<file path="config.mk">
export PLATFORM = sky130hd
export DESIGN_NAME = osc_param_writer
export DESIGN_NICKNAME = d
export VERILOG_FILES = /design/src/rtl/osc_pkg.sv /design/src/rtl/osc_phase_timer.sv /design/src/rtl/osc_param_writer.sv
export SDC_FILE = /design/constraint.sdc
export NUM_CORES = 1
export LEC_CHECK = 0
export ABC_AREA = 0
export CORE_MARGIN = 4
export CORE_UTILIZATION = 43
export DETAILED_ROUTE_END_ITERATION = 16
export HOLD_SLACK_MARGIN = 0.05
export PLACE_DENSITY = 0.7
export SYNTH_ARGS = -nofsm -noshare
export SYNTH_HDL_FRONTEND = slang
export SYNTH_SLANG_ARGS = --single-unit
</file>
<file path="constraint.sdc">
create_clock -name i_clock -period 2.24 [get_ports i_clock]
set_clock_uncertainty 0.05 [all_clocks]
set_input_delay 0.672 -clock i_clock [delete_from_list [all_inputs] [get_ports i_clock]]
set_output_delay 0.672 -clock i_clock [all_outputs]
set_load 0.01 [all_outputs]
</file>
<file path="src/rtl/osc_pkg.sv">
// Shared definitions for the oscillator parameter writer: wave codes,
// request mask bit positions and the writer state encoding.
package osc_pkg;

  localparam logic [1:0] SQUARE           = 2'b00;
  localparam logic [1:0] TRIANGLE         = 2'b01;
  localparam logic [1:0] SAWTOOTH         = 2'b10;
  localparam logic [1:0] REVERSE_SAWTOOTH = 2'b11;

  localparam int MASK_FREQ = 0;
  localparam int MASK_AMP  = 1;

  typedef enum logic [2:0] {
    IDLE    = 3'd0,
    WR_FREQ = 3'd1,
    GAP_F   = 3'd2,
    WR_AMP  = 3'd3,
    GAP_A   = 3'd4,
    ARM     = 3'd5,
    DONE    = 3'd6
  } wr_state_e;

endpackage

</file>
<file path="src/rtl/osc_phase_timer.sv">
// Loadable down-counter shared by the hold and gap phases. A phase lasting
// N cycles is loaded with N-1; the terminal flag is high in the last cycle.
// The count parks at zero instead of wrapping.
module osc_phase_timer #(
  parameter int CNT_W = 2
) (
  input  logic             i_clock,
  input  logic             i_reset_n,
  input  logic             i_load,
  input  logic [CNT_W-1:0] i_load_val,
  output logic             o_tc
);

  logic [CNT_W-1:0] cnt;

  // reload on phase entry, otherwise count down and hold at zero
  always_ff @(posedge i_clock or negedge i_reset_n) begin
    if (!i_reset_n)      cnt <= '0;
    else if (i_load)     cnt <= i_load_val;
    else if (cnt != '0)  cnt <= cnt - 1'b1;
  end

  assign o_tc = (cnt == '0);

endmodule

</file>
<file path="src/rtl/osc_param_writer.sv">
// Sequences one parameter update onto the oscillator's shared bus:
// optional frequency write, optional amplitude write, each followed by an
// idle gap, then a single both-enables arm cycle and a done pulse.
// Outputs are registered as a function of the next state, so they change
// on the same edge as the state they belong to.
module osc_param_writer
  import osc_pkg::*;
#(
  parameter int OSC_WIDTH   = 8,
  parameter int HOLD_CYCLES = 2,
  parameter int GAP_CYCLES  = 1
) (
  input  logic                 i_clock,
  input  logic                 i_reset_n,
  input  logic                 i_req_valid,
  output logic                 o_req_ready,
  input  logic [1:0]           i_req_mask,
  input  logic [OSC_WIDTH-1:0] i_req_freq,
  input  logic [OSC_WIDTH-1:0] i_req_amp,
  input  logic [1:0]           i_req_wave,
  output logic [OSC_WIDTH-1:0] o_amplitude_freq_reg,
  output logic                 o_freq_en,
  output logic                 o_amp_en,
  output logic [1:0]           o_wave_type_reg,
  output logic                 o_busy,
  output logic                 o_done,
  output logic [OSC_WIDTH-1:0] o_cur_freq,
  output logic [OSC_WIDTH-1:0] o_cur_amp
);

  localparam int MAX_PH = (HOLD_CYCLES > GAP_CYCLES) ? HOLD_CYCLES : GAP_CYCLES;
  localparam int PH_W   = $clog2(MAX_PH + 1);
  localparam logic [PH_W-1:0] HOLD_LD = PH_W'(HOLD_CYCLES - 1);
  localparam logic [PH_W-1:0] GAP_LD  = PH_W'((GAP_CYCLES > 0) ? GAP_CYCLES - 1 : 0);

  wr_state_e            state, nxt;
  logic                 accept;
  logic                 ph_tc, ph_load;
  logic [PH_W-1:0]      ph_val;
  logic                 amp_pend;
  logic [OSC_WIDTH-1:0] freq_q, amp_q, freq_n, amp_n;
  logic [1:0]           wave_q, wave_n;

  assign accept = i_req_valid & o_req_ready;

  // payload as it will be seen after this edge (fresh on the accepting edge)
  assign freq_n = accept ? i_req_freq : freq_q;
  assign amp_n  = accept ? i_req_amp  : amp_q;
  assign wave_n = accept ? i_req_wave : wave_q;

  // next-state decode; each timed phase leaves on its terminal cycle
  always_comb begin
    nxt = state;
    case (state)
      IDLE: begin
        if (accept) begin
          if (i_req_mask[MASK_FREQ])     nxt = WR_FREQ;
          else if (i_req_mask[MASK_AMP]) nxt = WR_AMP;
          else                           nxt = DONE;
        end
      end
      WR_FREQ: begin
        if (ph_tc) begin
          if (GAP_CYCLES > 0) nxt = GAP_F;
          else if (amp_pend)  nxt = WR_AMP;
          else                nxt = ARM;
        end
      end
      GAP_F: begin
        if (ph_tc) begin
          if (amp_pend) nxt = WR_AMP;
          else          nxt = ARM;
        end
      end
      WR_AMP: begin
        if (ph_tc) begin
          if (GAP_CYCLES > 0) nxt = GAP_A;
          else                nxt = ARM;
        end
      end
      GAP_A:   if (ph_tc) nxt = ARM;
      ARM:     nxt = DONE;
      DONE:    nxt = IDLE;
      default: nxt = IDLE;
    endcase
  end

  // the phase timer restarts on every state change
  assign ph_load = (nxt != state);
  assign ph_val  = (nxt == WR_FREQ || nxt == WR_AMP) ? HOLD_LD : GAP_LD;

  osc_phase_timer #(.CNT_W(PH_W)) u_phase (
    .i_clock    (i_clock),
    .i_reset_n  (i_reset_n),
    .i_load     (ph_load),
    .i_load_val (ph_val),
    .o_tc       (ph_tc)
  );

  // state, latched payload and all registered outputs
  always_ff @(posedge i_clock or negedge i_reset_n) begin
    if (!i_reset_n) begin
      state                <= IDLE;
      amp_pend             <= 1'b0;
      freq_q               <= '0;
      amp_q                <= '0;
      wave_q               <= '0;
      o_req_ready          <= 1'b0;
      o_busy               <= 1'b0;
      o_done               <= 1'b0;
      o_freq_en            <= 1'b0;
      o_amp_en             <= 1'b0;
      o_amplitude_freq_reg <= '0;
      o_wave_type_reg      <= '0;
      o_cur_freq           <= '0;
      o_cur_amp            <= '0;
    end else begin
      state <= nxt;
      if (accept) begin
        amp_pend <= i_req_mask[MASK_AMP];
        freq_q   <= i_req_freq;
        amp_q    <= i_req_amp;
        wave_q   <= i_req_wave;
      end
      o_req_ready <= (nxt == IDLE);
      o_busy      <= (nxt != IDLE);
      o_done      <= (nxt == DONE);
      // both enables together only in ARM, where the bus is forced to 0
      o_freq_en   <= (nxt == WR_FREQ) || (nxt == ARM);
      o_amp_en    <= (nxt == WR_AMP)  || (nxt == ARM);
      case (nxt)
        WR_FREQ: o_amplitude_freq_reg <= freq_n;
        WR_AMP:  o_amplitude_freq_reg <= amp_n;
        default: o_amplitude_freq_reg <= '0;
      endcase
      // wave lands with the arm cycle, or with done when nothing is written
      if (nxt == ARM || (accept && nxt == DONE)) o_wave_type_reg <= wave_n;
      if (state == WR_FREQ && ph_tc) o_cur_freq <= freq_q;
      if (state == WR_AMP  && ph_tc) o_cur_amp  <= amp_q;
    end
  end

endmodule
</file>
==> impl_metrics.json, run 1 <==
{
  "synth_cells": 177,
  "wl_per_cell_um": 15.2,
  "cts_buffer_depth": 2,
  "fin_nets": 276,
  "max_freq_mhz": 459,
  "peakVddDrop_mv": 0.610,
  "die_h_um": 81.5,
  "critical_path_arrival_ns": 2.33,
  "grt_pass1_vias": 1616,
  "p_leak_nw": 1.41,
  "cts_tree": "built",
  "crit_family": "simple AND/OR/NAND/NOR gates",
  "p_sw_mw": 1.68,
  "async_flop_share_pct": 100,
  "crit_path_max_fanout": 4,
  "clockPowerShare_pct": 11.3,
  "grtUsageTotal_pct": 15.6,
  "required_ns": 2.39,
  "avgSynthCellArea_um2": 13.1,
  "layout_commonest_cell": "dfrtp_1",
  "fin_crit_sh_pct": 97.3,
  "worstSetupPathType": "in -> reg",
  "path_clk_slew_ns": 0.10,
  "slew_violations": 0,
  "drt_iter0_drc": 132,
  "ys_types": 37,
  "cp_num_buf_inv": 1,
  "p_per_area_nw_per_um2": 1500,
  "p_comb_share_pct": 53.1,
  "antenna_found_initial": 0,
  "numCtsBuffers": 5,
  "synth_nets": 202,
  "internal-power_mw": 3.08,
  "setup_viol_count_final": 0,
  "drive_gt1_share_pct": 31.0,
  "hold_buffers": 0,
  "maxCapViolCount": 0,
  "cpPeakStageDelay_ns": 0.50,
  "grt_max_degree": 56,
  "synth_xor_area_share_pct": 1.45,
  "dp_hpwl_mm": 3.52,
  "die_w_um": 81.5,
  "final_cell_mix": "55 x dfrtp_1, 52 x clkdlybuf4s50_1, 35 x mux2_2",
  "drtAntennaViolNets": 0,
  "min_path_type": "in -> async",
  "cpMaxStageDelayCell": "or4_4",
  "yosys.area_share.simple_pct": 9.69,
  "die_area_um2": 6640,
  "clock-sinks": 55,
  "path_cells": "clkdlybuf4s50_1 -> nand2_1 -> or4_4 -> o311a_2 -> xnor2_2 -> nor4_1 -> nor3_1",
  "nFillCells": 408,
  "fin_ws_ns": 0.0612,
  "p_seq_share_pct": 35.6,
  "n_antenna_cell": 0,
  "cp-start-kind": "input pin",
  "drcViolationCount": 0,
  "slew_headroom_pct": 69.7,
  "gp_congestion": 0.834,
  "clk_latency_ns": 0.31,
  "rsz0062_at_grt": "true",
  "rows": 26,
  "stdcell_count": 322,
  "ys_warn_count": 0,
  "ios": 54,
  "synthMuxAreaShare_pct": 20.4,
  "core_region_area_um2": 5170,
  "overflow": 0,
  "synth-seq-cells": 55,
  "synth_compound_area_share_pct": 4.85,
  "synth_top_family_by_area": "multiplexers",
  "post-route-min-period_ns": 2.18,
  "synth_edf_count": 0,
  "port_buffers": 53,
  "area_delta_synth_final_pct": 36.6,
  "synthAdderAreaFrac_pct": 1.08,
  "synth_flop_cell": "dfrtp_1",
  "vias": 1618,
  "htree_num_levels": 2,
  "drt-pass1-iter-count": 4,
  "pre_cts_ws_ns": -0.276,
  "hold_viol_final": 0,
  "switching_share_pct": 35.3,
  "tightestPinTransition_ns": 0.455,
  "status": "finished clean",
  "via_per_inst": 5.02,
  "seqCellArea_um2": 1380,
  "dp_cells": 313,
  "endpoint_kind": "register",
  "grt_pass1_wl_mm": 7.80,
  "initial_core_util_pct": 44.9,
  "routed_wl_mm": 4.90,
  "cts-root-buf": "clkbuf_8",
  "ys_seq_area_share_pct": 59.2,
  "syn_area_um2": 2320,
  "multi_input_area_um2": 890
}
-- worst paths after layout --
path | start | to | slack (ns) | depth (start not counted)
worst max-delay path | i_req_valid | o_wave_type_reg[1] | 0.06 | 7
worst min-delay path | i_reset_n | o_cur_amp[5] | 0.30 | 2
worst max register to register | u_phase.cnt[0] | o_wave_type_reg[1] | 0.09 | 8
worst min register to register | amp_q[3] | o_cur_amp[3] | 0.45 | 1
max in group asynchronous | i_reset_n | amp_q[1] | 1.59 | 2
min in group i_clock | amp_q[3] | o_cur_amp[3] | 0.45 | 1
-- power by group through the flow --
| stage | Combinational (mW) | Clock (mW) | Sequential [mW] |
|---|---|---|---|
| floorplan | 1.34 | 0 | 1.78 |
| global placement | 2.45 | 0 | 1.71 |
| detailed placement | 2.48 | 0 | 1.71 |
| CTS | 2.50 | 0.551 | 1.70 |
| global route | 2.76 | 0.595 | 1.76 |
| finish | 2.52 | 0.537 | 1.69 |
-- cells in the mapped netlist (3+ instances only) --
cell type | count | area share (%)
a21oi_1 | 5 | 1.1
buf_2 | 3 | 0.65
dfrtp_1 | 55 | 59
inv_1 | 7 | 1.1
mux2_2 | 35 | 17
mux2i_1 | 8 | 3.4
nand2_1 | 5 | 0.81
nand3_1 | 3 | 0.65
nor2_1 | 18 | 2.9
nor3_1 | 4 | 0.86
nor4_1 | 3 | 0.81
-- stage by stage --
stage                     TNS (ns)  utilization [%]  hold WS, ns  total power, mW  cell area, um^2
final                            0             61.3        0.303             4.76             3170
after global routing       -0.0928             61.3        0.318             5.11             3170
after CTS                        0             60.8        0.310             4.74             3150
after detailed placement     -2.94             59.2        0.440             4.20             3060
after global placement       -2.65             59.2        0.430             4.15             3060
after floorplan                  0                -        0.326             3.12             2320
-- cell families after synthesis --
logic type | count (synthesis)
AND/OR/NAND/NOR | 43
adder cells (fa/ha/maj) | 2
buffers and inverters | 16
AO/OA/AOI/OAI | 15
flip-flops | 55
multiplexers | 43
XOR/XNOR | 3
-- worst reg2reg max path: stages, from the launching register on --
cell and delay, ns:
dfrtp_1 0.40, inv_1 0.08, ha_1 0.13, or3b_2 0.47, a21oi_1 0.18, o22ai_2 0.19, buf_4 0.19, nor4_1 0.25
nor3_1 0.09
-- cell type report --
type	instances	share of cell area, %
Inverter	9	1.22
Clock inverter	2	0.394
Timing Repair Buffer	74	21.9
Multi-Input combinational cell	106	28.0
Tap cell	70	2.76
Clock buffer	6	2.29
Sequential cell	55	43.4
-- timing repair --
| item | in CTS | in global routing |
|---|---|---|
| endpoints found under the setup margin | 0 | 2 |
| setup buffers | 0 | 1 |
| gates resized for setup | 0 | 3 |
-- layer usage --
layer	global-route usage [%]	vias up	share of wire, %
li1	-	766	-
met1	23.0	798	49
met2	23.0	49	44
met3	3.51	5	5.9
met4	4.73	0	0.96
met5	0	-	0
Note: power is estimated with default switching activity, not from simulation.
==> run 2, diff against run 1 <==
--- a/config.mk
+++ b/config.mk
@@ -9,6 +9,7 @@
 export CORE_MARGIN = 4
 export CORE_UTILIZATION = 43
 export DETAILED_ROUTE_END_ITERATION = 16
+export GPL_TIMING_DRIVEN = 1
 export HOLD_SLACK_MARGIN = 0.05
 export PLACE_DENSITY = 0.7
 export SYNTH_ARGS = -nofsm -noshare
==> results of run 2 <==
No change in the layout: final DEF, timing and power equal those of run 1.
